## config.mk

```make
export PLATFORM = sky130hd
export DESIGN_NAME = instr_fetch_fsm
export DESIGN_NICKNAME = d
export VERILOG_FILES = /design/src/rtl/instr_fetch_fsm_pkg.sv /design/src/rtl/instr_fetch_fsm_pc_next_mux.sv /design/src/rtl/instr_fetch_fsm.sv
export SDC_FILE = /design/constraint.sdc
export NUM_CORES = 1
export LEC_CHECK = 0
export BUFFER_PORTS_ARGS = -buffer_cell sky130_fd_sc_hd__buf_2
export CORE_ASPECT_RATIO = 0.5
export CORE_UTILIZATION = 40
export DETAILED_ROUTE_END_ITERATION = 7
export MAX_ROUTING_LAYER = met4
export PLACE_DENSITY = 0.78
export SLEW_MARGIN = 20
export SYNTH_ARGS = -nofsm -noshare
export SYNTH_HDL_FRONTEND = slang
export SYNTH_SLANG_ARGS = --single-unit
```

## constraint.sdc

```tcl
create_clock -name clk -period 3.3 [get_ports clk]
set_input_delay 0.165 -clock clk [delete_from_list [all_inputs] [get_ports clk]]
set_output_delay 0.165 -clock clk [all_outputs]
set_load 0.05 [all_outputs]
```

## src/rtl/instr_fetch_fsm_pkg.sv

```systemverilog
// Shared types for the instruction fetch stage.
// IFETCH_MISALIGN_EN: when defined, misaligned redirect targets are flagged
// instead of being silently aligned.
package instr_fetch_fsm_pkg;

  typedef enum logic [2:0] {
    next_pc        = 3'd0,
    branch_alu     = 3'd1,
    branch_pc_jump = 3'd2,
    xepc           = 3'd3,
    trap_illegal   = 3'd4
  } PCSrc_Enum;

  typedef enum logic [1:0] {IDLE, REQ, WAIT, VALID} fetch_state_e;

  // addi x0,x0,0
  localparam logic [31:0] NOP_INSTR_DEF = 32'h0000_0013;

`ifdef IFETCH_MISALIGN_EN
  localparam bit MISALIGN_EN = 1'b1;
`else
  localparam bit MISALIGN_EN = 1'b0;
`endif

  typedef struct packed {
    logic        req;
    logic [31:0] addr;
  } imem_req_t;

  typedef struct packed {
    logic        gnt;
    logic        rvalid;
    logic [31:0] rdata;
  } imem_rsp_t;

endpackage

```

## src/rtl/instr_fetch_fsm_pc_next_mux.sv

```systemverilog
// Next-PC select from the hazard unit's PCSrc, plus the misalignment check.
// IFETCH_MISALIGN_EN (via package): pass the target through and flag bits [1:0];
// otherwise force word alignment and never flag.
module instr_fetch_fsm_pc_next_mux
  import instr_fetch_fsm_pkg::*;
#(
  parameter logic [31:0] TRAP_VEC = 32'h0000_0100
) (
  input  PCSrc_Enum   pcsrc_i,
  input  logic [31:0] pc_i,
  input  logic [31:0] alu_target_i,
  input  logic [31:0] jump_target_i,
  input  logic [31:0] xepc_i,
  output logic [31:0] npc_o,
  output logic        misalign_o
);

  logic [31:0] raw;

  // Select the raw target; sequential fetch wraps modulo 2^32
  always_comb begin
    raw = pc_i + 32'd4;
    unique case (pcsrc_i)
      next_pc:        raw = pc_i + 32'd4;
      branch_alu:     raw = alu_target_i;
      branch_pc_jump: raw = jump_target_i;
      xepc:           raw = xepc_i;
      trap_illegal:   raw = TRAP_VEC;
      default:        raw = pc_i + 32'd4;
    endcase
  end

  assign npc_o      = MISALIGN_EN ? raw : {raw[31:2], 2'b00};
  assign misalign_o = MISALIGN_EN & (|raw[1:0]);

endmodule

```

## src/rtl/instr_fetch_fsm.sv

```systemverilog
// IF stage: PC register, next-PC selection and a single-outstanding
// req/gnt/rvalid fetch to instruction memory.
// IFETCH_MISALIGN_EN: misaligned redirect targets skip the fetch and present
// a NOP with fetch_misalign_o set.
module instr_fetch_fsm
  import instr_fetch_fsm_pkg::*;
#(
  parameter logic [31:0] RESET_PC  = 32'h0000_0000,
  parameter logic [31:0] TRAP_VEC  = 32'h0000_0100,
  parameter logic [31:0] NOP_INSTR = NOP_INSTR_DEF
) (
  input  logic        clk,
  input  logic        rst,
  input  logic        en_pc_i,
  input  PCSrc_Enum   pcsrc_i,
  input  logic [31:0] alu_target_i,
  input  logic [31:0] jump_target_i,
  input  logic [31:0] xepc_i,
  output logic        imem_req_o,
  output logic [31:0] imem_addr_o,
  input  logic        imem_gnt_i,
  input  logic        imem_rvalid_i,
  input  logic [31:0] imem_rdata_i,
  output logic [31:0] pc_o,
  output logic [31:0] instr_o,
  output logic        fetch_done_o,
  output logic        fetch_misalign_o
);

  fetch_state_e state_q, state_d;
  logic [31:0]  pc_q, pc_d, addr_q, addr_d, pco_q, pco_d, instr_q, instr_d;
  logic         drop_q, drop_d, done_q, done_d, mis_q, mis_d;

  logic [31:0]  npc;
  logic         npc_mis;
  logic         redirect;
  logic         go;
  logic [31:0]  tgt;
  imem_req_t    ireq;
  imem_rsp_t    irsp;

  instr_fetch_fsm_pc_next_mux #(.TRAP_VEC(TRAP_VEC)) u_npc (
    .pcsrc_i       (pcsrc_i),
    .pc_i          (pco_q),
    .alu_target_i  (alu_target_i),
    .jump_target_i (jump_target_i),
    .xepc_i        (xepc_i),
    .npc_o         (npc),
    .misalign_o    (npc_mis)
  );

  assign irsp     = '{gnt: imem_gnt_i, rvalid: imem_rvalid_i, rdata: imem_rdata_i};
  assign ireq     = '{req: (state_q == REQ), addr: addr_q};
  assign redirect = en_pc_i && (pcsrc_i != next_pc);

  // Next-state: handshake progress, redirects and the common "take new target" path
  always_comb begin
    state_d = state_q;
    pc_d    = pc_q;
    addr_d  = addr_q;
    pco_d   = pco_q;
    instr_d = instr_q;
    drop_d  = drop_q;
    done_d  = done_q;
    mis_d   = mis_q;
    go      = 1'b0;
    tgt     = npc;
    unique case (state_q)
      IDLE: state_d = REQ;
      REQ: begin
        // addr_q holds so the in-flight request completes; its data gets dropped
        if (redirect) begin
          pc_d   = npc;
          drop_d = 1'b1;
        end
        if (irsp.gnt) state_d = WAIT;
      end
      WAIT: begin
        if (irsp.rvalid) begin
          if (redirect) begin
            go  = 1'b1;
            tgt = npc;
          end else if (drop_q) begin
            go  = 1'b1;
            tgt = pc_q;
          end else begin
            state_d = VALID;
            instr_d = irsp.rdata;
            pco_d   = addr_q;
            done_d  = 1'b1;
          end
        end else if (redirect) begin
          pc_d   = npc;
          drop_d = 1'b1;
        end
      end
      VALID: begin
        if (en_pc_i) go = 1'b1;
      end
      default: state_d = IDLE;
    endcase
    // Misaligned targets are never fetched: present a NOP at that PC instead
    if (go) begin
      pc_d   = tgt;
      drop_d = 1'b0;
      if (MISALIGN_EN && (|tgt[1:0])) begin
        state_d = VALID;
        instr_d = NOP_INSTR;
        pco_d   = tgt;
        done_d  = 1'b1;
        mis_d   = 1'b1;
      end else begin
        state_d = REQ;
        addr_d  = tgt;
        instr_d = NOP_INSTR;
        done_d  = 1'b0;
        mis_d   = 1'b0;
      end
    end
  end

  // State and output registers, synchronous reset
  always_ff @(posedge clk) begin
    if (rst) begin
      state_q <= IDLE;
      pc_q    <= RESET_PC;
      addr_q  <= RESET_PC;
      pco_q   <= RESET_PC;
      instr_q <= NOP_INSTR;
      drop_q  <= 1'b0;
      done_q  <= 1'b0;
      mis_q   <= 1'b0;
    end else begin
      state_q <= state_d;
      pc_q    <= pc_d;
      addr_q  <= addr_d;
      pco_q   <= pco_d;
      instr_q <= instr_d;
      drop_q  <= drop_d;
      done_q  <= done_d;
      mis_q   <= mis_d;
    end
  end

  assign imem_req_o       = ireq.req;
  assign imem_addr_o      = ireq.addr;
  assign pc_o             = pco_q;
  assign instr_o          = instr_q;
  assign fetch_done_o     = done_q;
  assign fetch_misalign_o = MISALIGN_EN ? mis_q : 1'b0;

  logic unused_npc_mis;
  assign unused_npc_mis = npc_mis;

endmodule

```

==> flow_summary.yaml, run 1 <==
detailed_routing:
  wl_met1_um: 10200
  wl_met2_um: 11200
  routed_wl_um: 23900
  route.detailed.drc: 0
  first_iter_violations: 854
  ant_nets: 0
  viasPerCell: 5.89
  wl_per_cell_um: 18.1
  top_layer: "met4"
  vias: 7779
  drt-pass1-iter-count: 6
  wl_met3_um: 2250
power:
  max-vdd-ir-drop_mv: 0.286
  powerDensity_nw_per_um2: 554
  p_leak_nw: 3.74
placed_design:
  place.gp.congestion: 0.934
  portBuffers: 227
  dpl.hpwl_um: 16300
cells_and_area:
  layout-drive-gt1-share_pct: 27.9
  syn_to_final_growth_pct: 32.6
  antenna_cells: 0
  nNetsFinal: 1223
  final_cell_mix: "227 x buf_2, 153 x nand2_1, 132 x dfxtp_1, 87 x a21oi_1, 66 x nor2_1"
  mostFrequentLayoutCell: "buf_2"
critical_path:
  r2r_cells: 9
  slowest_stage: "dfxtp_1"
  crit_path_start_kind: "flop"
  critPathKind: "reg2reg"
  cp.arrival_ps: 2970
  regToRegStartpoint: "state_q[0]"
  required_ps: 3630
  crit_fanout: 32
  worstReg2RegEnd: "instr_o[11]"
  critPathLaunch: "state_q[0]"
  end_kind: "flop"
  reg2reg_setup_slack_ps: 670
  max_stage_delay_ps: 480
  worstPathCellList: "inv_1 -> ha_1 -> nand2_1 -> a21o_1 -> and2_1 -> buf_12 -> nand2b_1 -> buf_4 -> a21oi_1"
synth:
  synth_edf_count: 0
  postSynthAreaPerCell_um2: 7.99
  syn_nets: 1000
  async_flop_share_pct: 0
  synthDistinctLibCells: 67
  synth_seq_cells: 132
  ys_warn_count: 0
  synth_ff_type: "dfxtp_1"
  syn_area_um2: 6850
  synthCells: 857
  synth_seq_area_share_pct: 38.6
clock_tree:
  clock-sinks: 132
  hold_buffers: 31
  cts_root_buffer: "clkbuf_16"
  cts_inserted_buffers: 17
  clk_pin_slew_ps: 60
  cts_resized: 0
  clock_path_buffers: 2
  postCtsSetupRepairBufs: 0
  worst_skew_pair.late_latency_ps: 410
  htreeDepth: 4
  cts_tree: "done"
grt:
  antenna_found_initial: 0
  grt_max_degree: 66
  grt_pass1_vias: 7177
  grt_pass1_wl_um: 37000
  grt_usage_pct: 27.3
  gr-total-overflow: 0
floorplan:
  die_w_um: 187
  ios: 235
  num_rows: 33
  coreArea_um2: 16600
  dieArea_um2: 17700
  start_util_pct: 41.4
  die_y_um: 94.5
sta:
  tightestPinTransition_ps: 913
  drv_slew: 0
  skew_ps: 11.8
  hold_viol: 0
  finalSetupViolCount: 0
  setup_tns_ps: 0
  post-route-period-util_pct: 79.8
  period_needed_ps: 2630
  rsz0062_at_grt: "false"
  maxSlewHeadroom_pct: 39.1
  holdWs_ps: 223
  clock.fmax_mhz: 380
status:
  run_status: "complete, no violations"
min_path:
  hp-class: "in2reg"
  worstHoldEndpoint: "state_q[1]"
  hold_depth: 5
  min_from: "imem_gnt_i"
run:
  drv_cap: 0
## worst max-delay path: cells and delay by family (launching register included)
family,cells,cell delay [ps]
simple gates,3,730
compound gates,2,410
flops,1,480
buf+inv,3,600
fa+ha+maj,1,290
## area by class of cell
class / count / area [um^2]
fillers: 1494 / 7470
multi-input cells: 643 / 3870
flip-flops and latches: 132 / 2640
repair buffers: 277 / 1620
clock buffers: 19 / 433
well taps: 227 / 284
clock inverters: 13 / 205
inverters: 9 / 33.8
## per-layer routing
layer | up-vias | GRT usage, %
li1 | 3581 | -
met1 | 3738 | 34.6
met2 | 431 | 43.9
met3 | 29 | 5.54
met4 | 0 | 8.47
met5 | - | -
## cell usage after synthesis, drive strengths merged (3+ instances only)
cell type,number,area [um^2]
a22oi,35,263
nor2,66,248
o21ai,16,80.1
buf,30,159
mux2,16,180
o21a,5,37.5
nor3b,4,30.0
dfxtp,132,2640
mux2i,16,160
a221oi,11,96.3
nand2,153,574
o22ai,12,75.1
o32ai,3,26.3
a211oi,32,245
o31ai,13,111
nand2b,7,43.8
nand3,17,90.1
nand4,9,71.3
a21o,3,22.5
o21bai,11,82.6
o31a,4,35.0
nor2b,4,25.0
or3,3,18.8
nor3,28,151
inv,9,33.8
a32o,3,30.0
clkbuf,43,161
o311a,9,91.3
and4,5,45.0
a211o,4,35.0
xor2,5,43.8
nor4,16,100
nand3b,6,45.0
xnor2,4,35.0
a21oi,87,435
ha,7,87.6
## kinds of logic (layout without fill, tap and decap cells)
group / after synthesis / in the layout / synth area share, %
simple gates: 327 / 327 / 22.1
fa+ha+maj: 7 / 7 / 1.28
other cells: 1 / 1 / 0.0547
compound gates: 267 / 267 / 26.7
mux: 32 / 32 / 4.97
buf+inv: 82 / 318 / 5.17
xor+xnor: 9 / 9 / 1.15
flops: 132 / 132 / 38.6
## per-stage QoR
step | util (%) | setup WS [ps] | instance area, um^2 | power (mW) | cells
floorplan | - | 844 | 6850 | 2.61 | 857
global placement | 49.1 | 869 | 8120 | 2.90 | 1256
detailed placement | 49.1 | 792 | 8120 | 2.94 | 1256
CTS | 54.8 | 746 | 9070 | 5.03 | 1319
global route | 54.9 | 571 | 9080 | 5.23 | 1320
finish | 54.9 | 665 | 9080 | 5.03 | 1320
## power breakdown
part / switching (mW) / internal (mW) / leakage [nW]
clock: 0.720 / 1.34 / 0.315
sequential: 0.105 / 1.75 / 1.07
combinational: 0.740 / 0.375 / 2.35
total: 1.57 / 3.46 / 3.74
## registers in the layout, indices dropped and copies added, names as in the netlist
signal        cells
pc_q             32
drop_q            1
state_q           2
fetch_done_o      1
instr_o          32
imem_addr_o      32
pc_o             32
## worst max path at each step
| stage | to | cells after the start | slack [ps] |
|---|---|---|---|
| final | instr_o[11] | 9 | 670 |
| after global routing | instr_o[26] | 9 | 570 |
| after CTS | instr_o[21] | 9 | 750 |
| after detailed placement | instr_o[9] | 9 | 790 |
| after global placement | pc_q[11] | 6 | 870 |
| after floorplan | imem_addr_o[29] | 7 | 840 |
No activity file was read; power rests on OpenSTA's default activity.
==> inputs of run 2 (changes only) <==
Clock period 3.3 ns to 2.5 ns, I/O delays scaled along.
==> run 2 against run 1 <==
  * Die area is the same
  * Via count shrank 0.49%
  * Final area increased by 1.8%
  * First-iteration DRC count is 25% lower
  * Combinational power rose by 36%
  * Cell count rose by 1.7%
  * Global-route usage grew 0.19 points
  * Largest cell class unchanged
==> flow_summary.yaml, run 2 (synthesis gave the netlist of run 1 again) <==
grt:
  grt_pass1_wl_um: 37100
  grt_max_degree: 66
  grt_pass1_vias: 7228
  gr-total-overflow: 0
  grt_usage_pct: 27.5
  antenna_found_initial: 0
detailed_routing:
  route.detailed.drc: 0
  viasPerCell: 5.76
  first_iter_violations: 642
  routed_wl_um: 24500
  vias: 7741
  ant_nets: 0
  wl_per_cell_um: 18.3
  drt-pass1-iter-count: 5
critical_path:
  end_kind: "flop"
  regToRegStartpoint: "state_q[0]"
  critPathBufInv: 2
  cp.arrival_ps: 2730
  reg2reg_setup_slack_ps: 100
  critPathKind: "reg2reg"
  worstReg2RegEnd: "instr_o[18]"
  critPathLaunch: "state_q[0]"
  max_stage_delay_ps: 570
  required_ps: 2830
  crit_fanout: 64
  path_common_cell: "nand2_1"
  worstPathCellList: "inv_1 -> ha_1 -> nand2_1 -> or3_2 -> buf_4 -> nand2_1 -> a21oi_1"
  path_delay_family: "buffers and inverters"
  r2r_cells: 7
  slowest_stage: "buf_4"
  crit_path_start_kind: "flop"
floorplan:
  coreArea_um2: 16600
  start_util_pct: 41.4
  die_w_um: 187
  dieArea_um2: 17700
  die_y_um: 94.5
  ios: 235
  num_rows: 33
sta:
  setup_tns_ps: 0
  hold_viol: 0
  period_needed_ps: 2400
  post-route-period-util_pct: 96.0
  skew_ps: 5.88
  rsz0062_at_grt: "false"
  drv_slew: 0
  finalSetupViolCount: 0
  tightestPinTransition_ps: 738
  maxSlewHeadroom_pct: 50.8
  clock.fmax_mhz: 417
cells_and_area:
  mostFrequentLayoutCell: "buf_2"
  final_cell_mix: "227 x buf_2, 153 x nand2_1, 132 x dfxtp_1, 87 x a21oi_1, 66 x nor2_1"
  fin_cells: 1343
  syn_to_final_growth_pct: 35.0
  antenna_cells: 0
  nNetsFinal: 1247
  layout-drive-gt1-share_pct: 29.6
clock_tree:
  cts_tree: "done"
  clock-sinks: 132
  cts_resized: 0
  clk_pin_slew_ps: 60
  worst_skew_pair.late_latency_ps: 420
  postCtsSetupRepairBufs: 0
  htreeDepth: 4
  cts_inserted_buffers: 17
  clock_path_buffers: 2
  cts_root_buffer: "clkbuf_16"
placed_design:
  place.gp.congestion: 0.940
  dp_cells: 1280
  dpl.hpwl_um: 16900
  portBuffers: 227
power:
  powerDensity_nw_per_um2: 717
  max-vdd-ir-drop_mv: 0.453
  p_leak_nw: 3.82
min_path:
  worstHoldEndpoint: "state_q[1]"
  hp-class: "in2reg"
  hold_depth: 5
  min_from: "imem_gnt_i"
status:
  run_status: "complete, no violations"
run:
  drv_cap: 0
[run 2: cell count changes in the layout (fill, tap and decap cells not counted), sizes merged]
| cell | previous run | this run |
|---|---|---|
| buf | 245 | 269 |
| clkinvlp | 0 | 4 |
| clkinv | 6 | 4 |
| bufinv | 5 | 4 |
| clkbuf | 19 | 18 |
| inv | 11 | 10 |
[run 2: where the power goes]
group          total, mW  internal [mW]  switching, mW  leakage, nW
clock               2.66           1.69          0.972        0.294
sequential          2.45           2.31          0.143         1.07
combinational       1.52          0.527          0.993         2.46
total               6.63           4.52           2.11         3.82
[run 2: layout make-up]
type | count | area [um^2]
Inverter | 9 | 33.8
Sequential cell | 132 | 2640
Multi-Input combinational cell | 643 | 3870
Clock buffer | 18 | 439
Timing Repair Buffer | 301 | 1800
Tap cell | 227 | 284
Fill cell | 1459 | 7310
Clock inverter | 13 | 183
[run 2: how the worst max path moves through the flow]
stage,endpoint,cells past startpoint,slack (ps)
after floorplan,imem_addr_o[29],7,40
after global routing,pc_o[19],7,20
after detailed placement,instr_o[2],7,210
after CTS,imem_addr_o[19],8,170
after global placement,pc_q[11],6,260
final,instr_o[18],7,100
[run 2: layer usage]
metal,track usage (%),share of wire (%),up-vias
met2,42.5,45,470
li1,-,-,3633
met3,9.48,12,42
met4,9.43,1.5,0
met5,-,0,-
met1,33.4,41,3596
[run 2: what timing repair did]
action / 4_1_cts / 5_1_grt
endpoints found under the hold margin: 32 / 0
setup endpoints to repair: 0 / 0
hold buffers: 32 / 0
[run 2: through the flow]
stage / total power, mW / utilization [%] / setup slack [ps] / hold slack, ps / instance area, um^2
finish: 6.63 / 55.8 / 100 / 174 / 9250
global route: 6.88 / 55.8 / 20.2 / 189 / 9250
CTS: 6.61 / 55.8 / 168 / 170 / 9250
detailed placement: 3.92 / 50.2 / 208 / 347 / 8300
global placement: 3.87 / 50.2 / 260 / 334 / 8300
floorplan: 3.45 / - / 43.9 / 248 / 6850
[run 2: worst reg2reg max path, stage by stage, from the launching register on]
cell and delay, ps:
dfxtp_1 480, inv_1 130, ha_1 290, nand2_1 290, or3_2 180, buf_4 570
nand2_1 180, a21oi_1 200
==> inputs of run 3 (changes only) <==
Clock period 2.5 ns to 2.4 ns, I/O delays scaled along.
==> run 3 against run 2 <==
  * First-iteration DRC count grew 17%
  * Hold slack gained 12 ps
  * Total power grew 1.2%
  * Sequential share of layout area grew 0.050 points
  * Critical path depth is the same
  * Largest cell class unchanged
  * Largest power group unchanged
==> flow_summary.yaml, run 3 (synthesis gave the netlist of run 1 again) <==
placed_design:
  portBuffers: 227
  place.gp.congestion: 0.961
  dpl.hpwl_um: 15900
  pre_cts_ws_ps: 196
sta:
  maxSlewHeadroom_pct: 45.9
  hold_viol: 0
  rsz0062_at_grt: "false"
  tightestPinTransition_ps: 808
  finalSetupViolCount: 0
  clock.fmax_mhz: 444
  skew_ps: 8.48
  period_needed_ps: 2250
  drv_slew: 0
  setup_ws_ps: 149
  post-route-period-util_pct: 93.8
  setup_tns_ps: 0
floorplan:
  die_w_um: 187
  die_y_um: 94.5
  num_rows: 33
  ios: 235
  dieArea_um2: 17700
  coreArea_um2: 16600
  start_util_pct: 41.4
detailed_routing:
  wl_met2_um: 11200
  vias: 7762
  wl_met3_um: 2130
  wl_met1_um: 10200
  drt-pass1-iter-count: 5
  viasPerCell: 5.78
  wl_per_cell_um: 18.0
  top_layer: "met4"
  ant_nets: 0
  routed_wl_um: 24100
  route.detailed.drc: 0
  first_iter_violations: 752
grt:
  grt_usage_pct: 27.2
  gr-total-overflow: 0
  grt_pass1_wl_um: 36900
  antenna_found_initial: 1
  grt_pass1_vias: 7223
  grt_max_degree: 66
power:
  p_seq_share_pct: 37.9
  intPower_mw: 4.42
  p_sw_share_pct: 34.1
  comb_power_share_pct: 23.9
  p_switching_mw: 2.29
  p_leak_nw: 3.80
  powerDensity_nw_per_um2: 726
  p_total_mw: 6.71
  clkPwrFrac_pct: 38.2
  max-vdd-ir-drop_mv: 0.537
critical_path:
  crit_fanout: 6
  end_kind: "flop"
  required_ps: 2730
  reg2reg_setup_slack_ps: 150
  cp.arrival_ps: 2580
  crit_path_start_kind: "flop"
  critPathKind: "reg2reg"
clock_tree:
  worst_skew_pair.late_latency_ps: 420
  clock_path_buffers: 2
  cts_tree: "done"
  cts_root_buffer: "clkbuf_16"
  clock-sinks: 132
  clk_pin_slew_ps: 60
  htreeDepth: 4
  cts_inserted_buffers: 17
cells_and_area:
  final_cell_mix: "227 x buf_2, 152 x nand2_1, 130 x dfxtp_1, 87 x a21oi_1, 66 x nor2_1"
  layout-drive-gt1-share_pct: 29.8
  nNetsFinal: 1244
  syn_to_final_growth_pct: 34.9
  mostFrequentLayoutCell: "buf_2"
status:
  run_status: "complete, no violations"
min_path:
  hp-class: "in2reg"
run:
  drv_cap: 0
[run 3: changes by cell type in the layout (fill, tap and decap cells not counted), moves of 3 or more]
cell,before,now
bufinv_16,4,1
buf_12,2,6
clkinv_2,3,0
buf_4,40,33
inv_6,1,5
[run 3: critical path: stages (launching register included)]
cell      delay (ps)
dfxtp_1          470
ha_1             280
and4_1           260
buf_4            160
nand4_1          170
nor4_1           470
nor3_1           100
a211oi_1         240
[run 3: what timing repair did]
action	in CTS	in global routing
buffers inserted	0	0
resized for setup	0	2
endpoints found under the setup margin	0	3
endpoints found under the hold margin	32	0
hold buffers	32	0
[run 3: routing by layer]
| metal | global-route usage [%] | vias to the layer above |
|---|---|---|
| li1 | - | 3621 |
| met1 | 33.2 | 3695 |
| met2 | 43.7 | 387 |
| met3 | 6.35 | 59 |
| met4 | 11.1 | 0 |
| met5 | - | - |
[run 3: layout make-up]
type,count,area (um^2)
fillers,1474,7320
well taps,227,284
clock inverters,14,143
inverters,9,33.8
multi-input cells,643,3880
diodes,1,2.50
flip-flops and latches,132,2650
repair buffers,298,1820
clock buffers,18,429
[run 3: path summary, 6_finish.rpt]
check,from,end,depth (start not counted)
worst max-delay path,pc_o[2],pc_q[18],7
worst min-delay path,rst,pc_o[9],2
worst max register to register,pc_o[2],pc_q[18],7
worst min register to register,instr_o[3],instr_o[3],2
[run 3: power by group through the flow]
stage                     registers [mW]  logic, mW  clock network (mW)
after CTS                           2.54       1.58                2.60
after global routing                2.57       1.72                2.70
after floorplan                     2.77      0.823                   0
after detailed placement            2.58       1.53                   0
after global placement              2.57       1.47                   0
final                               2.54       1.60                2.57
[run 3: stage by stage]
step | area [um^2] | utilization [%] | cells | hold WS [ps]
CTS | 9230 | 55.7 | 1341 | 167
detailed placement | 8340 | 50.4 | 1277 | 334
floorplan | 6850 | - | 857 | 243
global route | 9240 | 55.8 | 1342 | 203
global placement | 8330 | 50.3 | 1277 | 330
finish | 9240 | 55.8 | 1342 | 186
